## config.mk

```make
export PLATFORM = sky130hd
export DESIGN_NAME = lsu_mem_ctrl
export DESIGN_NICKNAME = d
export VERILOG_FILES = /design/src/rtl/lsu_mem_ctrl.sv
export SDC_FILE = /design/constraint.sdc
export NUM_CORES = 1
export LEC_CHECK = 0
export BUFFER_PORTS_ARGS = -buffer_cell sky130_fd_sc_hd__buf_4
export CORE_MARGIN = 3
export CORE_UTILIZATION = 45
export CTS_CLUSTER_DIAMETER = 40
export DETAILED_ROUTE_END_ITERATION = 16
export MAX_ROUTING_LAYER = met4
export PLACE_DENSITY = 0.72
export SYNTH_ARGS = -nofsm -noshare
export SYNTH_HDL_FRONTEND = slang
export SYNTH_SLANG_ARGS = --single-unit
```

## constraint.sdc

```tcl
create_clock -name clk_i -period 4.5 [get_ports clk_i]
set_clock_uncertainty 0.2 [all_clocks]
set_input_delay 0.9 -clock clk_i [delete_from_list [all_inputs] [get_ports clk_i]]
set_output_delay 0.9 -clock clk_i [all_outputs]
set_load 0.02 [all_outputs]
```

## src/rtl/lsu_mem_ctrl.sv

```systemverilog
// -----------------------------------------------------------------------------
// lsu_mem_ctrl
// Load/store unit controller sitting behind the MEM-stage pipeline register.
// Turns a load/store instruction into one request/grant/response transaction
// on the data-memory port, steers store bytes onto the right lanes, formats
// returned load data (sign/zero extension) and holds the pipeline (stall_o)
// until the access has completed. Misaligned and illegal ops are faulted
// without touching memory, and a watchdog aborts accesses that never finish.
//
// Ports
//   clk_i, reset_ni          clock (rising edge), async active-low reset
//   ld_en_i, mem_wren_i      MEM-stage load / store qualifiers (store wins)
//   mem_op_i[2:0]            funct3: 000 B, 001 H, 010 W, 100 BU, 101 HU
//   addr_i[31:0]             byte address from the ALU
//   st_data_i[31:0]          store data (rs2)
//   stall_o                  hold the MEM-stage register while busy
//   fault_o                  misaligned / illegal access (combinational)
//   timeout_o                one-cycle pulse when the watchdog aborts
//   ld_data_o[31:0]          formatted load data (registered)
//   dmem_req_o .. dmem_wdata_o  request side of the data-memory port
//   dmem_gnt_i, dmem_rvalid_i, dmem_rdata_i  grant / response side
//
// Parameter
//   TIMEOUT  cycles allowed from the first request cycle to the response
//            before the access is aborted; 0 disables the watchdog.
// -----------------------------------------------------------------------------
module lsu_mem_ctrl #(
    parameter int unsigned TIMEOUT = 256
) (
    input  logic        clk_i,
    input  logic        reset_ni,
    input  logic        ld_en_i,
    input  logic        mem_wren_i,
    input  logic [2:0]  mem_op_i,
    input  logic [31:0] addr_i,
    input  logic [31:0] st_data_i,
    output logic        stall_o,
    output logic        fault_o,
    output logic        timeout_o,
    output logic [31:0] ld_data_o,
    output logic        dmem_req_o,
    output logic        dmem_we_o,
    output logic [31:0] dmem_addr_o,
    output logic [3:0]  dmem_be_o,
    output logic [31:0] dmem_wdata_o,
    input  logic        dmem_gnt_i,
    input  logic        dmem_rvalid_i,
    input  logic [31:0] dmem_rdata_i
);

    typedef enum logic [1:0] {
        S_IDLE = 2'b00,
        S_REQ  = 2'b01,
        S_WAIT = 2'b10,
        S_DONE = 2'b11
    } state_t;

    // Counter only has to reach TIMEOUT-2 before the abort fires.
    localparam int          CNT_W = (TIMEOUT > 2) ? $clog2(TIMEOUT) : 1;
    localparam int unsigned LIMIT = (TIMEOUT > 1) ? (TIMEOUT - 1) : 1;

    // Byte enables for a store of the given size at the given byte offset.
    function automatic logic [3:0] store_be(input logic [2:0] op, input logic [1:0] off);
        logic [3:0] be;
        case (op[1:0])
            2'b00:   be = 4'b0001 << off;
            2'b01:   be = off[1] ? 4'b1100 : 4'b0011;
            default: be = 4'b1111;
        endcase
        return be;
    endfunction

    // Replicate the store datum across all lanes so any enabled lane is correct.
    function automatic logic [31:0] store_wdata(input logic [2:0] op, input logic [31:0] st);
        logic [31:0] wd;
        case (op[1:0])
            2'b00:   wd = {4{st[7:0]}};
            2'b01:   wd = {2{st[15:0]}};
            default: wd = st;
        endcase
        return wd;
    endfunction

    // Select the addressed byte/half of the read word and extend it.
    function automatic logic [31:0] load_fmt(input logic [2:0] op, input logic [1:0] off,
                                             input logic [31:0] rd);
        logic [7:0]  b;
        logic [15:0] h;
        logic [31:0] res;
        case (off)
            2'b00:   b = rd[7:0];
            2'b01:   b = rd[15:8];
            2'b10:   b = rd[23:16];
            default: b = rd[31:24];
        endcase
        h = off[1] ? rd[31:16] : rd[15:0];
        case (op)
            3'b000:  res = {{24{b[7]}}, b};
            3'b001:  res = {{16{h[15]}}, h};
            3'b100:  res = {24'd0, b};
            3'b101:  res = {16'd0, h};
            default: res = rd;
        endcase
        return res;
    endfunction

    state_t             r_state;
    state_t             w_state_nxt;
    logic               r_we;
    logic [31:0]        r_addr;
    logic [3:0]         r_be;
    logic [31:0]        r_wdata;
    logic [2:0]         r_op;
    logic [1:0]         r_off;
    logic [CNT_W-1:0]   r_wd_cnt;
    logic [31:0]        r_ld_data;
    logic               r_timeout;

    logic               w_any;
    logic               w_illegal;
    logic               w_misalign;
    logic               w_fault;
    logic               w_access;
    logic               w_in_idle;
    logic [3:0]         w_be;
    logic [31:0]        w_wdata;
    logic               w_wd_hit;
    logic               w_req;
    logic               w_stall;
    logic               w_abort;

    assign w_any      = ld_en_i | mem_wren_i;
    // Stores have no unsigned variants, so funct3 bit2 is illegal for them.
    assign w_illegal  = (mem_op_i == 3'b011) | (mem_op_i == 3'b110) | (mem_op_i == 3'b111)
                      | (mem_wren_i & mem_op_i[2]);
    assign w_misalign = ((mem_op_i[1:0] == 2'b01) & addr_i[0])
                      | ((mem_op_i == 3'b010) & (addr_i[1:0] != 2'b00));
    assign w_fault    = w_any & (w_illegal | w_misalign);
    assign w_access   = w_any & ~w_fault;
    assign w_in_idle  = (r_state == S_IDLE);
    assign w_be       = mem_wren_i ? store_be(mem_op_i, addr_i[1:0]) : 4'b1111;
    assign w_wdata    = mem_wren_i ? store_wdata(mem_op_i, st_data_i) : 32'd0;

    // Counter holds cycles spent in REQ/WAIT; the IDLE request cycle is the
    // first allowed cycle, so the abort fires once TIMEOUT cycles are used up.
    assign w_wd_hit   = (TIMEOUT != 32'd0) && ((32'(r_wd_cnt) + 32'd1) >= LIMIT);

    // Next-state decode with Mealy request/stall for the IDLE cycle.
    always_comb begin
        w_state_nxt = r_state;
        w_req       = 1'b0;
        w_stall     = 1'b0;
        w_abort     = 1'b0;
        case (r_state)
            S_IDLE: begin
                if (w_access) begin
                    w_req       = 1'b1;
                    w_stall     = 1'b1;
                    w_state_nxt = dmem_gnt_i ? S_WAIT : S_REQ;
                end else begin
                    w_state_nxt = S_IDLE;
                end
            end
            S_REQ: begin
                w_req   = 1'b1;
                w_stall = 1'b1;
                if (w_wd_hit) begin
                    w_abort     = 1'b1;
                    w_state_nxt = S_DONE;
                end else if (dmem_gnt_i) begin
                    w_state_nxt = S_WAIT;
                end else begin
                    w_state_nxt = S_REQ;
                end
            end
            S_WAIT: begin
                w_stall = 1'b1;
                if (dmem_rvalid_i) begin
                    w_state_nxt = S_DONE;
                end else if (w_wd_hit) begin
                    w_abort     = 1'b1;
                    w_state_nxt = S_DONE;
                end else begin
                    w_state_nxt = S_WAIT;
                end
            end
            S_DONE: begin
                // Pipeline advances this cycle; the same instruction is still
                // on the inputs, so no request may be raised here.
                w_state_nxt = S_IDLE;
            end
            default: begin
                w_state_nxt = S_IDLE;
            end
        endcase
    end

    // Gating by reset_ni drops the Mealy request the instant reset asserts.
    assign dmem_req_o   = reset_ni & w_req;
    assign stall_o      = reset_ni & w_stall;
    assign fault_o      = w_fault;
    assign timeout_o    = r_timeout;
    assign ld_data_o    = r_ld_data;
    assign dmem_we_o    = w_in_idle ? mem_wren_i : r_we;
    assign dmem_addr_o  = w_in_idle ? {addr_i[31:2], 2'b00} : r_addr;
    assign dmem_be_o    = w_in_idle ? w_be : r_be;
    assign dmem_wdata_o = w_in_idle ? w_wdata : r_wdata;

    // FSM state register.
    always_ff @(posedge clk_i or negedge reset_ni) begin
        if (!reset_ni) begin
            r_state <= S_IDLE;
        end else begin
            r_state <= w_state_nxt;
        end
    end

    // Holding registers keep the request stable until granted.
    always_ff @(posedge clk_i or negedge reset_ni) begin
        if (!reset_ni) begin
            r_we    <= 1'b0;
            r_addr  <= 32'd0;
            r_be    <= 4'd0;
            r_wdata <= 32'd0;
            r_op    <= 3'd0;
            r_off   <= 2'd0;
        end else if (w_in_idle && w_access) begin
            r_we    <= mem_wren_i;
            r_addr  <= {addr_i[31:2], 2'b00};
            r_be    <= w_be;
            r_wdata <= w_wdata;
            r_op    <= mem_op_i;
            r_off   <= addr_i[1:0];
        end else begin
            r_we    <= r_we;
            r_addr  <= r_addr;
            r_be    <= r_be;
            r_wdata <= r_wdata;
            r_op    <= r_op;
            r_off   <= r_off;
        end
    end

    // Watchdog: cleared outside REQ/WAIT, counts every cycle inside them.
    always_ff @(posedge clk_i or negedge reset_ni) begin
        if (!reset_ni) begin
            r_wd_cnt <= '0;
        end else if ((r_state == S_REQ) || (r_state == S_WAIT)) begin
            r_wd_cnt <= r_wd_cnt + CNT_W'(1);
        end else begin
            r_wd_cnt <= '0;
        end
    end

    // Load result capture and timeout pulse; an abort zeroes the load data.
    always_ff @(posedge clk_i or negedge reset_ni) begin
        if (!reset_ni) begin
            r_ld_data <= 32'd0;
            r_timeout <= 1'b0;
        end else begin
            r_timeout <= w_abort;
            if ((r_state == S_WAIT) && dmem_rvalid_i && !r_we) begin
                r_ld_data <= load_fmt(r_op, r_off, dmem_rdata_i);
            end else if (w_abort) begin
                r_ld_data <= 32'd0;
            end else begin
                r_ld_data <= r_ld_data;
            end
        end
    end

endmodule

```

Yosys cells after proc, flatten, opt, wreduce, memory -nomap -nowiden
Cells that the tools add are included.
Widths: inputs -> output; s select.

word-level totals
  register bits after elaboration = 115
  input port bits = 105
  output and inout bits = 105
  logic and storage cells = 80

cells by class
  add/sub/neg operators = 2
  order comparisons = 1
  equality and inequality tests = 13
  shift-type cells = 1
  muxes and demuxes = 27
  bitwise operators = 14
  reductions and logical operators = 12

operator list
  operator             count
  $mux 32              5
  $pmux 32 s4          1
  $pmux 32 s2          1
  $pmux 8 s3           1
  $mux 16              1
  $eq 3x3->1 const B   4
  $mux 4               3
  $add 8x1->9 const B  1
  $ge 9x8->1 const B   1
  $add 8x1->8 const B  1
  $mux 8               1
  $pmux 2 s4           1
  $pmux 4 s2           1
  $and 1x1->1          7
  $eq 2x1->1 const B   3
  $eq 2x2->1 const B   3
  $eq 3x2->1 const B   2
  $logic_not 2->1      3
  $mux 1               6
  $mux 2               3
  $or 1x1->1           6
  $pmux 1 s2           3
  $reduce_bool 2->1    2
  $shl 1x2->4 const A  1
  other kinds (7)      9

Longest topological paths before layout
  word-level depth = 11
  gate-level depth with buffers = 9
  depth with buffers taken out = 6

Least setup slack after synthesis
Ideal clock, no wire load.

  path kind = in2out
  start point = input port mem_op_i[0]
  end point = output port dmem_req_o
  arrival = 2.535 ns
  required time = 3.400 ns
  path slack = 0.865 ns
  cell stages on the path = 6
  path buffers = 3
  path through = or4_1 -> a21bo_1 -> buf_2 -> buf_6 -> buf_6 -> a21boi_0

on the way
  word-level cells in the longest chain between the ends = 11
  elaborated cells between the ends (all ways) = 18
  those cells by class = eq/ne: 5; mux: 2; bitwise: 11

RTL lines
  what                                      RTL line  source
  start: declaration                        34        input logic [2:0] mem_op_i,
  $eq 3x2->1 or $eq 3x3->1 (tied branches)  134       assign w_illegal = (mem_op_i == 3'b011) | (mem_op_i == 3'b110) | (mem_op_i == 3'b111)
  $or 1x1->1 (2 in series)                  134
  $or 1x1->1                                135       | (mem_wren_i & mem_op_i[2]);
  $or 1x1->1 (*)                            138       assign w_fault = w_any & (w_illegal | w_misalign);
  $and 1x1->1 (*)                           138
  $not 1->1 (*)                             139       assign w_access = w_any & ~w_fault;
  $and 1x1->1 (*)                           139
  $mux 1 (*)                                156       if (w_access) begin
  $pmux 1 s2 (*)                            154       case (r_state)
  $and 1x1->1 (*)                           199       assign dmem_req_o = reset_ni & w_req;
  end: declaration                          41        output logic dmem_req_o,

Mark *: on every way between the ends. The rest lies on a longest branch, timed or not.

Worst setup path after layout
  start point = input port mem_op_i[1]
  end point = output port dmem_wdata_o[15]

on the way
  word-level cells in the longest chain between the ends = 4
  elaborated cells between the ends (all ways) = 5
  those cells by class = eq/ne: 1; mux: 3; reduce/logical: 1

RTL lines
  what                                           RTL line  source
  $eq 2x1->1 or $logic_not 2->1 (tied branches)  76        case (op[1:0])
  $pmux 32 s2 (*)                                76
  $mux 32 (*)                                    142       assign w_wdata = mem_wren_i ? store_wdata(mem_op_i, st_data_i) : 32'd0;
  $mux 32 (*)                                    207       assign dmem_wdata_o = w_in_idle ? w_wdata : r_wdata;
  end: declaration                               45        output logic [31:0] dmem_wdata_o,

Marks and branches as above.

==> key figures <==
Status
  – Status: completed

Synthesis
  – Most common cell in the netlist: dfrtp_1
  – Seq cells post-synth: 115
  – Synth cell types: 42
  – Sequential share of the synthesized area: 0.4569
  – Synthesized area per cell: 9.872 um^2
  – Number of enable flip-flop cells after synthesis: 0
  – Synth top area share: 0.4569
  – Most common library cells after synthesis: 115 x dfrtp_1, 89 x nand2_1, 82 x mux2_2
  – Synth area leaders: dfrtp_1 46%, mux2_2 15%, o21ai_0 5.4%
  – Commonest register cell after synthesis: dfrtp_1
  – Mapped Cells: 638
  – Yosys Warn Count: 0
  – Post-Syn Area: 6299 um^2
  – Async set-reset flop share out of synthesis: 1.000
  – Yosys top cell by area: dfrtp_1

Clock tree
  – Clock slew at reported path FFs: 0.05 ns
  – Clk root buf: clkbuf_16
  – Post-CTS sizing: 0
  – Clk sinks: 115
  – CTS Hold Bufs: 0
  – Max clock buf depth: 2
  – CTS tree: done
  – Post-CTS Setup Bufs: 0
  – Total CTS buffers: 17
  – Worst skew pair latency: 0.41 ns
  – H-tree depth: 4

Floorplan
  – Initial core utilization: 0.4682
  – Die Wd: 124.3 um
  – Num rows: 42
  – Core footprint: 13450 um^2
  – Die Ht: 124.3 um
  – Ports: 210
  – Die area: 15450 um^2

Final layout
  – Nets: 936
  – Layout cell share with drive strength beyond 1: 0.3962
  – Diodes inserted: 0
  – Final core area utilization: 0.6333
  – Area growth syn-to-layout: 35.26%

Critical path
  – Crit path launch type: input port
  – Worst path bufs/invs: 2
  – Worst R2R Path Depth: 7
  – Setup CP Type: in2out
  – Crit Reg-Reg Endpoint: ld_data_o[12]
  – Levels on crit path: 6
  – Critical Path End Type: output port
  – CP cell instances: buf_4 -> nor2_1 -> mux2_2 -> nand2_1 -> mux2i_1 -> buf_4
  – Most used cell, CP: buf_4
  – Worst Path Required: 3.40 ns
  – Critical Path Slowest Stage Cell: nor2_1
  – CP max FO: 28
  – Delay-heaviest family, CP: simple AND/OR/NAND/NOR gates
  – Worst R2R Start: r_state[0]
  – Data arrival, critical path: 2.44 ns
  – Worst R2R Setup Slack: 1.66 ns
  – Crit path largest cell delay: 0.57 ns

STA
  – Max-slew headroom: 0.2662
  – Fin crit share: 0.7875
  – Final Critical Period: 3.544 ns
  – Slew @ Worst Pin: 1.097 ns
  – F_max: 282.2 MHz
  – Fin. Hold Viols: 0
  – # setup viols final: 0
  – Setup ws final: 0.9563 ns
  – RSZ-0062 raised after global routing: false
  – Pins over their slew limit: 0
  – Total negative slack: 0 ns

Global route
  – Initial antenna violation count: 0
  – GRT met2 Usage: 0.3785
  – Met3 Usage GRT: 0.07590
  – All-layer global routing usage: 0.2396
  – Vias in the first global route: 5769
  – GRT Max-Usage Layer: met2
  – Global-route met1 utilization: 0.2947
  – Global-route wire length before repair: 29.28 mm
  – Largest net degree at the start of global routing: 105
  – GRT overflow: 0

Flow run
  – MaxCap Viol Count: 0

Routing
  – Total number of vias: 5461
  – DRC viols: 0
  – Routed WL: 17.92 mm
  – Initial DRC count: 317
  – Vias per inst: 5.386
  – Drt pass-1 iters: 5
  – Wire per inst: 17.67 um
  – ANT nets after route: 0

Placement
  – Gpl congestion: 0.8778
  – I/O Buffers: 207
  – Dpl hpwl: 12.96 mm
  – Place WS: 0.9766 ns

Power and ir drop
  – VDD IR max: 0.2776 mV
  – PwrDens: 539.0 nW/um^2
  – Leakage Power: 4.111 nW

Hold path
  – Worst min path class: in2async
-- stage by stage --
| stage | instances | total power (W) | hold slack (ns) | cell area (um^2) |
|---|---|---|---|---|
| final | 1014 | 0.004592 | 0.2293 | 8519 |
| after global routing | 1014 | 0.004842 | 0.2483 | 8519 |
| after CTS | 1014 | 0.004630 | 0.2280 | 8519 |
| after detailed placement | 982 | 0.003279 | 0.2711 | 7930 |
| after global placement | 982 | 0.003227 | 0.2622 | 7930 |
| after floorplan | 639 | 0.002572 | 0.2498 | 6302 |
-- worst max path at each step --
stage	from	end	slack [ns]
2_1_floorplan	mem_op_i[0]	dmem_req_o	0.86
3_3_place_gp	mem_op_i[1]	dmem_wdata_o[14]	1.04
3_5_place_dp	mem_op_i[1]	dmem_wdata_o[15]	0.98
4_1_cts	mem_op_i[1]	dmem_wdata_o[15]	0.97
5_1_grt	mem_op_i[1]	dmem_wdata_o[8]	0.82
6_report	mem_op_i[1]	dmem_wdata_o[15]	0.96
-- power by group --
part | internal [W] | total, W | leakage, nW | switching, W
registers | 0.00136 | 0.00159 | 1.45 | 0.000234
clock network | 0.000866 | 0.00133 | 0.291 | 0.000464
logic | 0.000792 | 0.00167 | 2.37 | 0.000878
total | 0.00302 | 0.00459 | 4.11 | 0.00158
-- registers in the layout, indices dropped and copies added, names as in the netlist, 2 cells and up --
name,count
r_wd_cnt,8
r_wdata,32
r_addr,30
r_op,3
r_state,2
r_off,2
r_be,4
ld_data_o,32
-- layout make-up --
type / count / area, um^2
sequential: 115 / 2878
clock buffer: 22 / 484.2
timing repair buffer: 212 / 1592
tap: 176 / 220.2
multi-input combinational: 437 / 3083
fill: 1106 / 4933
inverter: 42 / 157.7
clock inverter: 10 / 105.1
-- routing by layer --
layer / vias up / part of all wire
met5: - / 0
met4: 0 / 0.012
met3: 21 / 0.084
met2: 229 / 0.49
met1: 2624 / 0.42
li1: 2587 / -
-- placed cells by master (no fill, tap or decap), types with 6 or more instances in the layout --
cell type and n:
a21oi_1 17, a221o_1 8, a22o_1 8, and2_1 7, and3_1 8, buf_4 212, clkbuf_16 17, clkinv_2 6
dfrtp_1 115, inv_1 42, mux2_2 82, mux2i_1 31, nand2_1 89, nand3_1 12, nor2_1 29, o21ai_0 68
o2bb2ai_1 26, or3_1 8
-- kinds of logic (layout without fill, tap and decap cells) --
logic type | after synthesis | in the layout | share of synthesized area
compound gates | 144 | 144 | 0.1500
fa+ha+maj | 6 | 6 | 0.01192
simple gates | 166 | 166 | 0.1158
mux | 114 | 114 | 0.1994
other cells | 1 | 2 | 0.0005954
flops | 115 | 115 | 0.4569
xor+xnor | 5 | 5 | 0.006952
buf+inv | 87 | 286 | 0.05840
Note: power is estimated with default switching activity, not from simulation.
